--- src/rtl/uart_pkg.sv ---
// -----------------------------------------------------------------------------
// uart_pkg
// Shared definitions for the UART receive path and its bus bridge.
//   - uart_state_t      : receiver FSM state encoding (2 bits)
//   - UART_DATA_BITS    : data bits per frame
//   - UART_REG_*        : bus-bridge register offsets (DATA, STATUS)
//   - UART_STAT_*       : bit positions inside the STATUS register
//   - uart_half()       : half-bit period in clocks, rounded down
// -----------------------------------------------------------------------------
package uart_pkg;

  localparam int UART_DATA_BITS = 8;

  typedef enum logic [1:0] {
    ST_IDLE  = 2'd0,
    ST_START = 2'd1,
    ST_DATA  = 2'd2,
    ST_STOP  = 2'd3
  } uart_state_t;

  localparam logic [3:0] UART_REG_DATA   = 4'h0;
  localparam logic [3:0] UART_REG_STATUS = 4'h4;

  localparam int UART_STAT_VALID     = 0;
  localparam int UART_STAT_FRAME_ERR = 1;
  localparam int UART_STAT_OVERRUN   = 2;
  localparam int UART_STAT_BUSY      = 3;

  function automatic int uart_half(input int div);
    return div / 2;
  endfunction

endpackage

--- src/rtl/uart_rx_sync.sv ---
// -----------------------------------------------------------------------------
// uart_rx_sync
// Two-flop synchroniser for the asynchronous serial line, followed by a
// "previous" flop used to detect a synchronised falling edge.
// All flops reset to 1 (line idle level) so reset never fakes a start edge.
// Ports:
//   i_clk   : system clock
//   i_rst   : asynchronous active-high reset
//   i_rxd   : raw serial line
//   o_level : synchronised line level
//   o_fall  : one-cycle pulse on a synchronised 1->0 transition
// -----------------------------------------------------------------------------
module uart_rx_sync (
  input  logic i_clk,
  input  logic i_rst,
  input  logic i_rxd,
  output logic o_level,
  output logic o_fall
);

  logic r_meta;
  logic r_sync;
  logic r_prev;

  always_ff @(posedge i_clk or posedge i_rst) begin
    if (i_rst) begin
      r_meta <= 1'b1;
      r_sync <= 1'b1;
      r_prev <= 1'b1;
    end else begin
      r_meta <= i_rxd;
      r_sync <= r_meta;
      r_prev <= r_sync;
    end
  end

  assign o_level = r_sync;
  assign o_fall  = r_prev & ~r_sync;

endmodule

--- src/rtl/uart_rx_core.sv ---
// -----------------------------------------------------------------------------
// uart_rx_core
// 8N1 UART receiver. Detects a start bit, samples 8 data bits LSB-first at
// mid-bit, checks the stop bit and holds the byte for the bus side.
// Ports:
//   clk       : system clock, rising edge
//   reset     : asynchronous active-high reset
//   rxd       : raw serial line, idle high
//   rx_ack    : one-cycle pulse, bus has read the data register
//   err_clr   : one-cycle pulse, clears frame_err and overrun
//   rx_data   : last accepted byte
//   rx_valid  : byte available, held until rx_ack
//   frame_err : sticky, stop bit sampled low
//   overrun   : sticky, byte completed while rx_valid was still high
//   busy      : receiver is inside a frame (FSM not IDLE)
//   dbg_state : current FSM state, for observation only
//
// Handshake: rx_valid is the "valid" and rx_ack the "ready/consume" of a
// one-deep output register. A byte is transferred on any clock where both are
// high; rx_ack while rx_valid is low has no effect. A new byte arriving while
// rx_valid is high is dropped (overrun) unless rx_ack is high in that same
// cycle, in which case the new byte replaces the consumed one.
// -----------------------------------------------------------------------------
module uart_rx_core
  import uart_pkg::*;
#(
  parameter int CLK_FREQ = 25000000,
  parameter int BAUD     = 9600
) (
  input  logic        clk,
  input  logic        reset,
  input  logic        rxd,
  input  logic        rx_ack,
  input  logic        err_clr,
  output logic [7:0]  rx_data,
  output logic        rx_valid,
  output logic        frame_err,
  output logic        overrun,
  output logic        busy,
  output uart_state_t dbg_state
);

  // DIV must be at least 4 so that HALF >= 2 and the counters are meaningful.
  localparam int DIV  = CLK_FREQ / BAUD;
  localparam int HALF = uart_half(DIV);
  localparam int BW   = (DIV > 1) ? $clog2(DIV) : 1;
  localparam int IW   = $clog2(UART_DATA_BITS);

  localparam logic [BW-1:0] DIV_LAST  = BW'(DIV - 1);
  localparam logic [BW-1:0] HALF_LAST = BW'(HALF - 1);
  localparam logic [IW-1:0] BIT_LAST  = IW'(UART_DATA_BITS - 1);

  logic w_level;
  logic w_fall;

  uart_rx_sync u_sync (
    .i_clk   (clk),
    .i_rst   (reset),
    .i_rxd   (rxd),
    .o_level (w_level),
    .o_fall  (w_fall)
  );

  uart_state_t               r_state;
  logic [BW-1:0]             r_baud;
  logic [IW-1:0]             r_bit_idx;
  logic [UART_DATA_BITS-1:0] r_shift;
  logic [7:0]                r_rx_data;
  logic                      r_rx_valid;
  logic                      r_frame_err;
  logic                      r_overrun;

  logic w_baud_done;
  logic w_stop_sample;
  logic w_accept;
  logic w_frame_bad;

  // START waits half a bit to land mid start-bit; every later sample is one
  // full bit apart, so it also lands mid-bit.
  assign w_baud_done   = (r_state == ST_START) ? (r_baud == HALF_LAST)
                                               : (r_baud == DIV_LAST);
  assign w_stop_sample = (r_state == ST_STOP) && w_baud_done;
  assign w_accept      = w_stop_sample &  w_level;
  assign w_frame_bad   = w_stop_sample & ~w_level;

  // Frame sequencing. The counters only restart by explicit clear.
  always_ff @(posedge clk or posedge reset) begin
    if (reset) begin
      r_state   <= ST_IDLE;
      r_baud    <= '0;
      r_bit_idx <= '0;
      r_shift   <= '0;
    end else begin
      case (r_state)
        ST_IDLE: begin
          if (w_fall) begin
            r_state <= ST_START;
            r_baud  <= '0;
          end
        end
        ST_START: begin
          if (w_baud_done) begin
            r_baud <= '0;
            if (!w_level) begin
              r_state   <= ST_DATA;
              r_bit_idx <= '0;
            end else begin
              // Line back high at mid start-bit: a glitch, not a frame.
              r_state <= ST_IDLE;
            end
          end else begin
            r_baud <= r_baud + BW'(1);
          end
        end
        ST_DATA: begin
          if (w_baud_done) begin
            r_baud             <= '0;
            r_shift[r_bit_idx] <= w_level;
            if (r_bit_idx == BIT_LAST) begin
              r_state <= ST_STOP;
            end else begin
              r_bit_idx <= r_bit_idx + IW'(1);
            end
          end else begin
            r_baud <= r_baud + BW'(1);
          end
        end
        ST_STOP: begin
          // Leave at mid stop-bit so a start edge half a bit later is caught.
          if (w_baud_done) begin
            r_baud  <= '0;
            r_state <= ST_IDLE;
          end else begin
            r_baud <= r_baud + BW'(1);
          end
        end
        default: r_state <= ST_IDLE;
      endcase
    end
  end

  // Output holding register and sticky error flags.
  always_ff @(posedge clk or posedge reset) begin
    if (reset) begin
      r_rx_data   <= '0;
      r_rx_valid  <= 1'b0;
      r_frame_err <= 1'b0;
      r_overrun   <= 1'b0;
    end else begin
      if (w_accept) begin
        if (!r_rx_valid || rx_ack) begin
          r_rx_data  <= r_shift;
          r_rx_valid <= 1'b1;
        end
      end else if (rx_ack) begin
        r_rx_valid <= 1'b0;
      end
      // A new error event in the same cycle as err_clr wins.
      r_frame_err <= (r_frame_err & ~err_clr) | w_frame_bad;
      r_overrun   <= (r_overrun & ~err_clr) | (w_accept & r_rx_valid & ~rx_ack);
    end
  end

  assign rx_data   = r_rx_data;
  assign rx_valid  = r_rx_valid;
  assign frame_err = r_frame_err;
  assign overrun   = r_overrun;
  assign busy      = (r_state != ST_IDLE);
  assign dbg_state = r_state;

endmodule

--- config.mk ---
export PLATFORM = sky130hd
export DESIGN_NAME = uart_rx_core
export DESIGN_NICKNAME = d
export VERILOG_FILES = /design/src/rtl/uart_pkg.sv /design/src/rtl/uart_rx_sync.sv /design/src/rtl/uart_rx_core.sv
export SDC_FILE = /design/constraint.sdc
export NUM_CORES = 1
export LEC_CHECK = 0
export CORE_ASPECT_RATIO = 2
export CORE_MARGIN = 2
export CORE_UTILIZATION = 34
export DETAILED_ROUTE_END_ITERATION = 7
export PLACE_DENSITY = 0.52
export SETUP_SLACK_MARGIN = 0.3
export SYNTH_ARGS = -nofsm -noshare
export SYNTH_HDL_FRONTEND = slang
export SYNTH_SLANG_ARGS = --single-unit
--- constraint.sdc ---
create_clock -name clk -period 2.47 [get_ports clk]
set_input_delay 0.3705 -clock clk [delete_from_list [all_inputs] [get_ports clk]]
set_output_delay 0.3705 -clock clk [all_outputs]
set_load 0.05 [all_outputs]
Yosys cells after proc, flatten, opt, wreduce, memory -nomap -nowiden
Index checks and enable logic that the tools add are counted.

word-level totals
  flip-flop bits (word level) = 39
  output and inout bits = 14
  logic and storage cells = 77

operators by class
  add/sub/neg operators = 2
  $lt $le $gt $ge = 2
  eq/ne operators = 14
  mux-type cells = 22
  bitwise gates (word level) = 12
  reduce and logical (&&, ||, !) cells = 14

operator list
  operator                                                                  number
  12-bit two-way mux                                                        2
  12-bit case mux with 2 select lines                                       1
  12-bit by 1-bit adder with 12-bit output (second input constant)          1
  12-bit by 11-bit == test with 1-bit output (second input constant)        1
  12-bit == test (second input constant)                                    1
  2-bit two-way mux                                                         6
  3-bit two-way mux                                                         4
  2-bit inequality test (second input constant)                             6
  5-bit AND reduction                                                       2
  8-bit bitwise mux                                                         1
  2-bit case mux with 4 select lines                                        1
  1-bit AND                                                                 7
  3-bit case mux with 2 select lines                                        1
  2-bit AND reduction                                                       3
  2-bit nonzero test                                                        3
  1-bit two-way mux                                                         5
  2-bit == test (second input constant)                                     2
  3-bit by 4-bit < comparator with 1-bit output (second input constant)     1
  2-bit by 1-bit inequality test with 1-bit output (second input constant)  2
  3-bit by 1-bit adder with 3-bit output (second input constant)            1
  1-bit demux with 3-bit select                                             1
  3-bit == test (second input constant)                                     1
  3-bit by 1-bit >= comparator with 1-bit output (second input constant)    1
  1-bit NOT                                                                 3
  7 further kinds                                                           9

Longest topological paths before layout
  word-level depth = 7
  mapped depth = 7
  mapped depth without buffers = 6

By module
Synthesis repeated with hierarchy kept, for this count alone.

unflattened totals
  cell total of the unflattened synthesis = 168
  area total of the unflattened synthesis = 1830.5 um^2

modules (own cells, without submodules)
  module        instances  cells an instance  area an instance (um^2)
  uart_rx_core  1          163                1734.2
  uart_rx_sync  1          5                  96.3

Least setup slack after synthesis
OpenSTA, ideal clock, no wires.

  path type = flip-flop to flip-flop
  start point = register r_state[0] (netlist: dbg_state[0])
  end point = register r_baud[8]
  arrival time = 2.036 ns
  path slack = 0.316 ns
  cell stages (with the launch flop) = 7
  buffers on the path = 2
  cells stage by stage = dfrtp_1 > buf_12 > nor2_1 > inv_1 > clkbuf_1 > a31o_1 > a21o_1

between the ends
  longest elaborated chain between the ends = 4

ends and longest elaborated chain
  item                                      line                                                           text
  start: declaration                        uart_rx_core.sv:64                                             uart_state_t r_state;
  start signal: assignment                  uart_rx_core.sv:89                                             r_state <= ST_IDLE;
  start signal: assignment                  uart_rx_core.sv:97                                             r_state <= ST_START;
  start signal: assignment                  uart_rx_core.sv:105                                            r_state <= ST_DATA;
  2-bit by 1-bit == test with 1-bit output  uart_rx_core.sv:80, uart_rx_core.sv:94
  1-bit two-way mux                         uart_rx_core.sv:80                                             assign w_baud_done = (r_state == ST_START) ? (r_baud == HALF_LAST)
  12-bit two-way mux                        uart_rx_core.sv:102, uart_rx_core.sv:116, uart_rx_core.sv:130
  12-bit case mux with 2 select lines       uart_rx_core.sv:94                                             case (r_state)
  end signal: assignment                    uart_rx_core.sv:112                                            r_baud <= r_baud + BW'(1);
  end signal: assignment                    uart_rx_core.sv:125                                            r_baud <= r_baud + BW'(1);
  end signal: assignment                    uart_rx_core.sv:134                                            r_baud <= r_baud + BW'(1);
  end: declaration                          uart_rx_core.sv:65                                             logic [BW-1:0] r_baud;

Parallel ways exist; a longest one is shown, timed or not.
A chain may end at the register's enable or synchronous reset.

Worst setup path after layout
  start point = register r_state[0] (netlist: dbg_state[0])
  end point = output dbg_state[0]

RTL lines
  item              line                text
  end: declaration  uart_rx_core.sv:40  output uart_state_t dbg_state

No word-level cell between the ends.

==> key figures <==
Layout
  – Layout cells sized above 1: approximately a quarter
  – Register area: 980.9 µm²
  – Area of the multi-input gates: 942.2 µm²
  – Syn-to-layout area delta: 19.80%
  – Final Cell Area: approximately 2400 µm²
  – Fillers: between 500 and 600
  – Ant diodes: 0
  – Fin nets: about 210

Worst setup path
  – WP buf/inv: 1
  – Worst setup path endpoint: dbg_state[0]
  – Arr. time, crit path: between 1.5 and 2 ns
  – Crit Path Max Fanout: 10
  – Worst Setup SP: dbg_state[0]$_DFFE_PP0P_
  – Worst path max stage delay: between 0.8 and 0.9 ns
  – Startpoint Class: flip-flop
  – CP endpoint kind: output port
  – Worst-path cell chain: clkdlybuf4s50_1
  – Worst R2R Start: dbg_state[0]$_DFFE_PP0P_
  – Critical path depth in cells: 1
  – Reg2reg path depth: 5
  – Reg-to-reg setup timing slack: around 0.42 ns
  – Crit Path Class: flip-flop to output port
  – Crit Reg-Reg Endpoint: r_shift[4]$_DFFE_PP0P_
  – CP max stage cell: clkdlybuf4s50_1
  – Critical path data required time: around 2.1 ns
  – Cell family with the largest share of critical-path delay: buffers and inverters

Clocking
  – Longest Clk Path Bufs: 2
  – Root Buffer: clkbuf_16
  – CTS Hold Bufs: 0
  – Clk sink count: 39
  – Clk Latency, worst-skew pair: around 0.28 ns
  – CTS buffer count: 5
  – CTS tree: done
  – Clock-pin slew on the worst setup and hold paths: 0.06 ns
  – # Post-CTS Setup Buffers: 0
  – H-tree levels: 2
  – # resized after CTS: 0

Job
  – Max-cap violations: 0

Synthesis
  – Synth Flop Type: dfrtp_1
  – Synth area leader: dfrtp_1
  – Syn Area/Cell: roughly 11 µm²
  – Post-synth top area share: 44.69%
  – Count leader, synth: dfrtp_1
  – Commonest cells post-synth: 36 x dfrtp_1, 19 x nand2_1, 11 x nand3_1
  – Post-synth EDFFs: 0
  – Post-synthesis sequential area ratio: 48.60%
  – Post-Syn Area: between 2000 and 2500 µm²
  – Synth Register Bits: 39
  – Syn nets: approximately 190
  – Number of distinct library cells after synthesis: between 50 and 60
  – Synth warn: 0
  – Synth area leaders: dfrtp_1 45%, mux2_4 6.0%, dfstp_2 3.9%
  – Post-Syn Instances: between 150 and 200
  – Async S/R FF share, synth: 100.0%

Placement
  – Dpl hpwl: 3.175 mm
  – Placer Congestion: approximately 0.86
  – Placed Area: around 2200 µm²
  – IO buf count: 18

Timing
  – Worst-case clock skew: 0.003683 ns
  – Final setup viols: 0
  – Final Hold Vio Count: 0
  – Period utilization: between 80% and 90%
  – Actual slew at the worst max-slew pin: roughly 0.50 ns
  – Post-layout min period: ~2.1 ns
  – Final Max Slew Viols: 0
  – Setup TNS: 0 ns
  – RSZ-0062 raised after global routing: false
  – Fmax: around 480 MHz
  – Worst relative slew slack: ~66%

Routing
  – DRC Markers: 0
  – Routed WL per cell: between 15 and 20 µm
  – Iteration-0 DRC Markers: 60
  – Vias: 1479
  – DR vias/cell: roughly 5.6
  – DR pass1 iterations: 4
  – Routed wire length: 4.382 mm
  – Antenna Nets Post-Route: 0

GRT
  – First-pass GRT wire length: roughly 7.7 mm
  – Total track usage: 14.89%
  – Vias in the first global route: ~1600
  – Initial antenna violation count: 0
  – Largest net degree at the start of global routing: 40
  – Total grt overflow: 0

Outcome
  – Status: finished, final reports clean

Power
  – Cell leakage power: roughly 1.1 nW
  – Total Power: 1.772 mW
  – Maximum vdd drop: approximately 0.47 mV
  – Pwr Density: between 700 and 800 nW/µm²

Die
  – Ports: 19
  – Die area: about 6600 µm²
  – Die width: around 58 µm
  – Height of the die: 112.9 µm
  – Initial cell density of the core: between 30% and 40%
  – Cell row count: 39
  – Core Area: roughly 5700 µm²

Hold path
  – Worst hold-check path type: flip-flop to flip-flop
-- power by group --
part / switching (mW) / total, mW / internal, mW
Sequential: 0.107 / 0.803 / 0.696
Combinational: 0.110 / 0.221 / 0.111
Clock: 0.246 / 0.748 / 0.502
Total: 0.463 / 1.77 / 1.31
-- layout by cell type (no fill, tap or decap), drive strengths merged, types with 4 or more instances in the layout --
master / Yosys / routed
dfrtp: 36 / 36
nand2: 19 / 19
clkdlybuf4s50: 0 / 17
mux2: 16 / 16
nand3: 12 / 12
inv: 9 / 9
o21ai: 9 / 9
nor2: 7 / 7
clkbuf: 2 / 6
nand4: 5 / 5
buf: 6 / 5
nor3: 5 / 5
a22o: 4 / 4
nand4b: 4 / 4
and3: 4 / 4
-- sequential cells by signal (all words and copies together), names as in the netlist, named ones only --
name	flops
r_baud	12
dbg_state	1
r_shift	8
u_sync.r_meta	1
u_sync.o_level	1
r_bit_idx	3
frame_err	1
u_sync.r_prev	1
rx_valid	1
overrun	1
rx_data	8
-- metal layers --
layer | routed length, µm | track usage (%) | vias up
met4 | 101 | 6.357 | 0
met3 | 92 | 2.514 | 8
met1 | 1679 | 16.64 | 741
met2 | 2508 | 26.67 | 28
li1 | - | - | 702
met5 | 0 | 0 | -
-- stage by stage --
step	util, %	worst slack (ns)	cells	hold slack (ns)
after global routing	42.30	0.3099	262	0.3650
final	42.30	0.3851	262	0.3575
after detailed placement	39.10	0.3429	254	0.3490
after global placement	39.10	0.4217	254	0.3482
after CTS	42.14	0.3308	262	0.3548
after floorplan	-	0.3163	179	0.3452
-- layout make-up --
class | count | share of cell area [%]
sequential | 39 | 40.62
multi-input combinational | 123 | 39.02
timing repair buffer | 22 | 8.601
clock buffer | 6 | 5.751
tap | 61 | 3.161
clock inverter | 2 | 1.451
inverter | 9 | 1.399
-- cells by family after synthesis --
family          Yosys count  share of synthesized area (%)
compound gates           32                          11.24
xor+xnor                  1                         0.4346
fa+ha+maj                 3                          1.862
buf+inv                  17                          5.028
flops                    39                          48.60
mux                      17                          10.93
simple gates             70                          21.91
-- how the worst min path moves through the flow --
stage,slack [ns],cells after the start,end,start
6_report,0.36,0,u_sync.o_level$_DFF_PP1_,u_sync.r_meta$_DFF_PP1_
5_1_grt,0.37,0,u_sync.o_level$_DFF_PP1_,u_sync.r_meta$_DFF_PP1_
4_1_cts,0.35,0,u_sync.o_level$_DFF_PP1_,u_sync.r_meta$_DFF_PP1_
3_5_place_dp,0.35,0,u_sync.o_level$_DFF_PP1_,u_sync.r_meta$_DFF_PP1_
3_3_place_gp,0.35,0,u_sync.o_level$_DFF_PP1_,u_sync.r_meta$_DFF_PP1_
2_1_floorplan,0.35,0,u_sync.o_level$_DFF_PP1_,u_sync.r_meta$_DFF_PP1_
Note: power is estimated with default switching activity, not from simulation.
